File: config.mk
export PLATFORM = sky130hd
export DESIGN_NAME = rd_tag_pipe
export DESIGN_NICKNAME = d
export VERILOG_FILES = /design/src/rtl/ram_readback_checker_pkg.sv /design/src/rtl/ram_readback_checker_rd_tag_pipe.sv
export SDC_FILE = /design/constraint.sdc
export NUM_CORES = 1
export LEC_CHECK = 0
export CORE_MARGIN = 2
export CORE_UTILIZATION = 39
export CTS_BUF_LIST = sky130_fd_sc_hd__clkbuf_16
export DETAILED_ROUTE_END_ITERATION = 16
export PLACE_DENSITY = 0.82
export SLEW_MARGIN = 25
export SYNTH_ARGS = -nofsm -noshare
export SYNTH_HDL_FRONTEND = slang
export SYNTH_SLANG_ARGS = --single-unit
File: constraint.sdc
create_clock -name clock -period 0.86 [get_ports clock]
set_input_delay 0.172 -clock clock [delete_from_list [all_inputs] [get_ports clock]]
set_output_delay 0.172 -clock clock [all_outputs]
set_load 0.02 [all_outputs]
File: src/rtl/ram_readback_checker_pkg.sv
// rtl/ram_readback_checker_pkg.sv - FSM encoding and default widths shared by the readback checker
package ram_readback_checker_pkg;

   typedef enum logic [1:0] {
      ST_IDLE  = 2'd0,
      ST_ISSUE = 2'd1,
      ST_DRAIN = 2'd2,
      ST_DONE  = 2'd3
   } chk_state_t;

   localparam int DEF_AW     = 8;
   localparam int DEF_RD_LAT = 2;

endpackage

File: src/rtl/ram_readback_checker_rd_tag_pipe.sv
// rtl/ram_readback_checker_rd_tag_pipe.sv - {valid, addr} delay line that tracks reads in flight
module rd_tag_pipe
   import ram_readback_checker_pkg::*;
#(
   parameter int AW    = DEF_AW,
   parameter int DEPTH = DEF_RD_LAT
) (
   input  logic          clock,
   input  logic          reset_n,
   input  logic          i_valid,
   input  logic [AW-1:0] i_addr,
   output logic          o_valid,
   output logic [AW-1:0] o_addr,
   output logic          o_any_valid
);

   logic [DEPTH-1:0] r_valid;
   logic [AW-1:0]    r_addr [DEPTH];

   always_ff @(posedge clock or negedge reset_n) begin
      if (!reset_n) begin
         r_valid <= '0;
         for (int i = 0; i < DEPTH; i++) begin
            r_addr[i] <= '0;
         end
      end else begin
         r_valid[0] <= i_valid;
         r_addr[0]  <= i_addr;
         for (int i = 1; i < DEPTH; i++) begin
            r_valid[i] <= r_valid[i-1];
            r_addr[i]  <= r_addr[i-1];
         end
      end
   end

   assign o_valid     = r_valid[DEPTH-1];
   assign o_addr      = r_addr[DEPTH-1];
   assign o_any_valid = |r_valid;

endmodule

### Yosys cells after proc, flatten, opt, wreduce, memory -nomap -nowiden

Index checks and enable logic that the tools add are counted.
Widths: inputs -> output; s select.

| operators by class | value |
|---|---|
| reductions and logical operators | 1 |

Operators by type and width:

| operator | number |
|---|---|
| $reduce_or 2->1 | 1 |

| storage, ports and cells | value |
|---|---|
| bits of input ports | 11 |
| logic and storage cells | 4 |
| output and inout bits | 10 |
| bits in registers | 18 |

### Logic depth before layout (Yosys ltp)

| depth | value |
|---|---|
| depth after elaboration | 1 |
| gate-level depth with buffers | 1 |
| gate-level depth less buffers | 1 |

### Worst setup path before layout

Ideal clock, no wire load.

| timing path | value |
|---|---|
| path type | flip-flop to output port |
| start point | reg r_valid[1] |
| end point | out o_any_valid |
| path buffers | 0 |
| arrival | 754 ps |
| stages on the path, launching flop included | 2 |
| setup slack | -66 ps |
| cell sequence | dfrtp_1 > or2_1 |

| on the way | value |
|---|---|
| longest elaborated chain between the ends | 1 |

RTL lines:

| element | RTL line | text |
|---|---|---|
| start: declaration | ram_readback_checker_rd_tag_pipe.sv:17 | `logic [DEPTH-1:0] r_valid;` |
| start signal: indexed assignment | ram_readback_checker_rd_tag_pipe.sv:30 | `r_valid[i] <= r_valid[i-1];` |
| $reduce_or 2->1 | ram_readback_checker_rd_tag_pipe.sv:38 | `assign o_any_valid = \|r_valid;` |
| end: declaration | ram_readback_checker_rd_tag_pipe.sv:14 | `output logic o_any_valid` |

No other way between the ends.

### Worst setup path after layout

Ends and elaborated chain as after synthesis.

==> impl_results.md <==
- Status: finished with violations
- Failing checks: negative setup slack
- PD cells: 2470 nW/um2
- CTS tree: built
- Peak supply drop: 1270 uV
- Critical Path Start Type: flop
- Internal power: 1.61 mW
- Clock sink total: 18
- Leading area contributor after synthesis: dfrtp_1
- CTS H-tree depth: 1
- Count of state elements after synthesis: 18
- # port buffers: 20
- Worst slew margin: 90.8%
- Filler cells: between 80 and 90
- TritonRoute pass-1 iters: 2
- Post-synthesis average cell area: 19.1 um2
- Row count: 13
- Top cells by count, synth: dfrtp_1, buf_4, or2_1
- Initial DRC Count: 3
- Final core utilization: 62.9%
- Critical path class: reg2out
- Final WS setup: -0.325 ns
- Initial Util: 40.7%
- RSZ-0062 raised after global routing: true
- Final setup TNS: -0.811 ns
- Post-CTS setup buffer count: 0
- Grt total ovfl: 0
- Post-Route Skew: ~0.0047 ns
- GRT Total Usage: 10.7%
- CTS Hold Bufs: 0
- EDFF count, synth: 0
- Antenna Cells: 0
- Mapped cell area: between 500 and 600 um2
- First-pass GRT wire length: approximately 990 um
- Drt wl/cell: 11.2 um
- Dominant cell by count in the synthesized netlist: dfrtp_1
- Core Box Area: 1270 um2
- Clk_lat worst skew: 0.25 ns
- Final net count: 57
- Die Wd: 40.4 um
- Most common flop cell mapped by yosys: dfrtp_1
- Worst slack, placed: -0.469 ns
- Final instance count without filler cells: 60
- Vias: 233
- Vias per cell: 3.88
- Critical path data arrival time: 1.01 ns
- Combinational Power Share: 8.2%
- Lkg Pwr: 0.368 nW
- CP Capture Type: primary output
- Residual DRC count: 0
- Syn. warnings: 0
- CP required: roughly 0.7 ns
- Die H: 40.4 um
- Crit share post-route: 138%
- Die area: between 1500 and 2000 um2
- Sw Ratio: 18.4%
- Ratio of cells with drive above 1 in the final layout: 37.8%
- Hold Violations, Final: 0
- Asr flop ratio synth: 100%
- CP max FO: 2
- Max frequency: 844 MHz
- Number of distinct library cells after synthesis: 3
- MaxCap Viol Count: 0
- Reg clk slew, reported paths: 0.05 ns
- Yosys top cell area share: between 80% and 90%
- Clk network pwr share: a little under half
- Fin crit period: 1.18 ns
- Clock root buffer: clkbuf_16
- Psw: 0.362 mW
- Post-route ant nets: 0
- CTS Buf Count: 3
- Post-synthesis cell count: 27
- Largest net degree at the start of global routing: 11
- Synth top area cells: dfrtp_1, buf_4, or2_1
- Pins Over Slew Limit: 0
- Final Setup Violations: 10
- Reg power frac: 46.1%
- I/O Pins: 21
- Actual slew at the worst max-slew pin: 0.137 ns
- Total Wirelength: 670 um
- Syn nets: 38
- Hold/Removal Path Class: in2async
- Sequential fraction of the synthesis area: 87.2%
- Deepest clock path buffer count: 2
- Gp weighted congestion: 0.587
- Vias in the first global route: 229
- Placed cell count: 56
- Antenna violations before repair: 0
- Area grow syn2layout: 54.5%
worst max-delay path: stages, from the launching register on:
cell and delay [ns]:
dfrtp_2 0.40, or2_4 0.23, buf_6 0.13
area by class of cell:
class	count	area [um2]	area share, %
sequential	18	452	56.6
timing repair buffer	22	240	30.1
clock buffer	3	75.1	9.40
tap	15	18.8	2.35
multi-input combinational	1	8.76	1.10
clock inverter	1	3.75	0.470
per-layer routing:
metal	global-route usage, %	share of wire (%)
met3	5.00	6.3
met4	10.0	0
met2	13.9	53
met5	0	0
met1	12.7	40
cell usage in the layout (no fill, tap or decap), drive strengths merged:
cell	instances
or2	1
inv	1
buf	12
clkdlybuf4s50	10
clkbuf	3
dfrtp	18
worst paths after layout:
path | start | end | slack (ns) | cells after the start
max in group asynchronous | reset_n | o_addr[4] | 0.43 | 2
min | reset_n | r_addr[8] | 0.27 | 2
max | r_valid[1] | o_any_valid | -0.32 | 2
max reg2reg | r_valid[0] | r_valid[1] | 0.37 | 0
min reg2reg | r_addr[11] | o_addr[3] | 0.34 | 0
min in group clock | r_addr[11] | o_addr[3] | 0.34 | 0
logic make-up (layout without fill, tap and decap cells):
kind of cell / Yosys count / after routing / synth area share (%)
buffers and inverters: 8 / 26 / 11.6
and+or+nand+nor: 1 / 1 / 1.21
DFF: 18 / 18 / 87.2
metrics by stage:
step | instance area (um2) | total power [mW] | hold WS (ns)
after detailed placement | 707 | 1.07 | 0.335
after floorplan | 520 | 0.978 | -0.124
after global placement | 707 | 1.07 | 0.333
final | 798 | 1.97 | 0.269
after CTS | 795 | 1.99 | 0.271
after global routing | 798 | 2.03 | 0.304
flip-flops by register name (all words and copies together), names as in the netlist:
register  count
r_addr        8
r_valid       2
o_addr        8
power by group through the flow:
stage,Combinational [mW],Clock [mW],Sequential (mW)
after global routing,0.173,0.947,0.912
after global placement,0.155,0,0.915
after CTS,0.163,0.917,0.908
after detailed placement,0.158,0,0.917
after floorplan,0.0608,0,0.918
final,0.161,0.899,0.908
what timing repair did:
item,in CTS,in global routing
endpoints found under the setup margin,10,10
resized for setup,59,1
pin swaps,0,0
No activity file was read; power rests on OpenSTA's default activity.
==> edit: new RTL, same settings <==
Register the input `i_addr` before use. The logic sees it one clock later. The other inputs are not delayed to match.
--- a/src/rtl/ram_readback_checker_rd_tag_pipe.sv
+++ b/src/rtl/ram_readback_checker_rd_tag_pipe.sv
@@ -15,4 +15,10 @@
 );
 
+   logic [AW-1:0] i_addr_q;
+
+   always_ff @(posedge clock) begin
+      i_addr_q <= i_addr;
+   end
+
    logic [DEPTH-1:0] r_valid;
    logic [AW-1:0]    r_addr [DEPTH];
@@ -26,5 +32,5 @@
       end else begin
          r_valid[0] <= i_valid;
-         r_addr[0]  <= i_addr;
+         r_addr[0]  <= i_addr_q;
          for (int i = 1; i < DEPTH; i++) begin
             r_valid[i] <= r_valid[i-1];
Behaviour: not the same (Yosys sat finds a counterexample within 4 cycles, from zero or initial values and one cycle with reset_n low).
==> edit against the unedited design <==
The run still ends with negative setup slack left; sequential cell count up 8; cell area grew 24%; final cell count grew 18%; routed wire length grew 16%; sequential share of layout area rose by 5.3 points; synthesized area rose by 31%; setup slack better by 3.5 ps; power up 40%; critical endpoint unchanged.
==> edit: results (changes against the unedited design) <==
\begin{tabular}{lr}
\hline
Metric & Value \\
\hline
\multicolumn{2}{l}{\textbf{Cells and area}} \\
\quad Final-layout fill cell count & 111 (+35\%) \\
\quad Proportion of layout cells with a drive suffix above 1 & 0.352 (-0.0259) \\
\quad Net total in the final layout & 66 (+16\%) \\
\multicolumn{2}{l}{\textbf{Drt}} \\
\quad Wire length on met2 & 398 um (+12\%) \\
\quad Per-cell via count in the routed design & 3.97 (+2.3\%) \\
\quad Initial DRC count & 0 (-3) \\
\quad Routed via count & 282 (+21\%) \\
\quad TritonRoute pass-1 iters & 1 (-1) \\
\quad Uppermost routed layer & met4 \\
\quad Met3 wire length & 50 um (+19\%) \\
\quad Wire length after detailed routing & 778 um (+16\%) \\
\quad Routed met1 length & 308 um (+14\%) \\
\multicolumn{2}{l}{\textbf{Outcome}} \\
\quad Status & finished with violations \\
\quad Violations in the final reports & negative setup slack \\
\multicolumn{2}{l}{\textbf{Setup path}} \\
\quad Largest incremental delay on the critical path & 380 ps (-20 ps) \\
\quad Crit path max-delay cell type & dfrtp\_1 \\
\quad Number of cells on the worst reg-to-reg path & 2 (+2) \\
\quad Register-to-register path setup slack & 120 ps (-250 ps) \\
\quad Launch point of the worst path & r\_valid[0] \\
\multicolumn{2}{l}{\textbf{Synth}} \\
\quad Post-Synthesis Net Count & 46 (+21\%) \\
\quad Cells after Synth & 35 (+30\%) \\
\quad Post-synthesis cell type count & 4 (+1) \\
\quad Cell types with the largest area share after synthesis & dfrtp\_1 67\%, dfxtp\_1 24\%, buf\_4 8.9\% \\
\quad Area share of the largest cell type after synthesis & 0.665 (-0.206) \\
\quad Share of flip-flops with an asynchronous set or reset & 0.692 (-0.308) \\
\quad Most instantiated cells after synthesis & 18 x dfrtp\_1, 8 x buf\_4, 8 x dfxtp\_1, 1 x or2\_1 \\
\quad Share of synthesized area occupied by flip-flops and latches & 0.902 (+0.0304) \\
\multicolumn{2}{l}{\textbf{Timing}} \\
\quad Slew Limit Headroom & 0.918 (+0.0100) \\
\quad Final setup viols & 10 (unchanged) \\
\quad Post-route setup TNS & -991 ps (-180 ps) \\
\quad Worst path setup slack after routing & -321 ps (+3.50 ps) \\
\quad Clock skew & 2.49 ps (-2.19 ps) \\
\multicolumn{2}{l}{\textbf{Global routing}} \\
\quad Number of global-route vias before repair & 268 (+17\%) \\
\quad Global-route total usage across every layer & 0.0810 (-0.0258) \\
\quad Maximum number of pins on one net before global-route repair & 19 (+8) \\
\quad Wire length of the first global-routing pass & 1110 um (+12\%) \\
\multicolumn{2}{l}{\textbf{Power}} \\
\quad VDD IR-drop max & 1.63 mV (+28\%) \\
\quad Cell leakage power & 0.447 nW (+21\%) \\
\quad Sw Pwr & 0.000459 W (+27\%) \\
\multicolumn{2}{l}{\textbf{Clock network}} \\
\quad CTS H-Tree Depth & 1 (unchanged) \\
\multicolumn{2}{l}{\textbf{Placed design}} \\
\quad Inst Count DP & 65 (+16\%) \\
\quad Final weighted congestion of routability-driven global placement & 0.620 (+5.6\%) \\
\hline
\end{tabular}
## edit: changes by cell type after synthesis, sizes merged
cell | before | now
dfxtp | 0 | 8
## edit: layout make-up
cell class,count,area share
Sequential cell,26,0.619
Tap cell,17,0.0215
Clock inverter,1,0.0304
Timing Repair Buffer,23,0.244
Clock buffer,3,0.0759
Multi-Input combinational cell,1,0.00886
## edit: cells by family after synthesis
kind of cell,count (synthesis),share of synthesized area
buffers and inverters,8,0.0887
flip-flops,26,0.902
AND/OR/NAND/NOR,1,0.00925
## edit: worst min path at each step
stage / slack [ps] / to / startpoint / cells after the start
3_3_place_gp: 320 / r_addr[9] / i_addr_q[1] / 0
5_1_grt: 270 / o_addr[3] / reset_n / 2
3_5_place_dp: 320 / r_addr[9] / i_addr_q[1] / 0
2_1_floorplan: -120 / o_addr[0] / reset_n / 0
6_report: 260 / o_addr[2] / reset_n / 2
4_1_cts: 260 / r_addr[14] / reset_n / 2
## edit: per-layer routing
layer	vias to the layer above	global-route usage
li1	136	-
met1	125	0.0907
met5	-	0
met2	19	0.121
met4	0	0.0882
met3	2	0.0159
## edit: critical path: cells and delay by family, from the launching register on
kind | cells | cell delay, ps
buf+inv | 1 | 130
flops | 1 | 380
simple gates | 1 | 250
## edit: metrics by stage
stage / setup WS (ps) / cell area, um2
2_1_floorplan: -8.86 / 681
3_3_place_gp: -430 / 862
3_5_place_dp: -442 / 862
4_1_cts: -317 / 985
5_1_grt: -346 / 988
6_report: -321 / 988
## edit: timing repair
action                                  CTS  global route
endpoints found under the setup margin   10            10
hold buffers                              0             0
gates resized for setup                  55             3
setup buffers                             1             1
## edit: power groups by stage
stage / combinational, W / sequential, W / clock [W]
2_1_floorplan: 0.0000608 / 0.00132 / 0
3_3_place_gp: 0.000151 / 0.00132 / 0
3_5_place_dp: 0.000153 / 0.00132 / 0
4_1_cts: 0.000160 / 0.00130 / 0.00131
5_1_grt: 0.000173 / 0.00131 / 0.00137
6_report: 0.000161 / 0.00130 / 0.00130
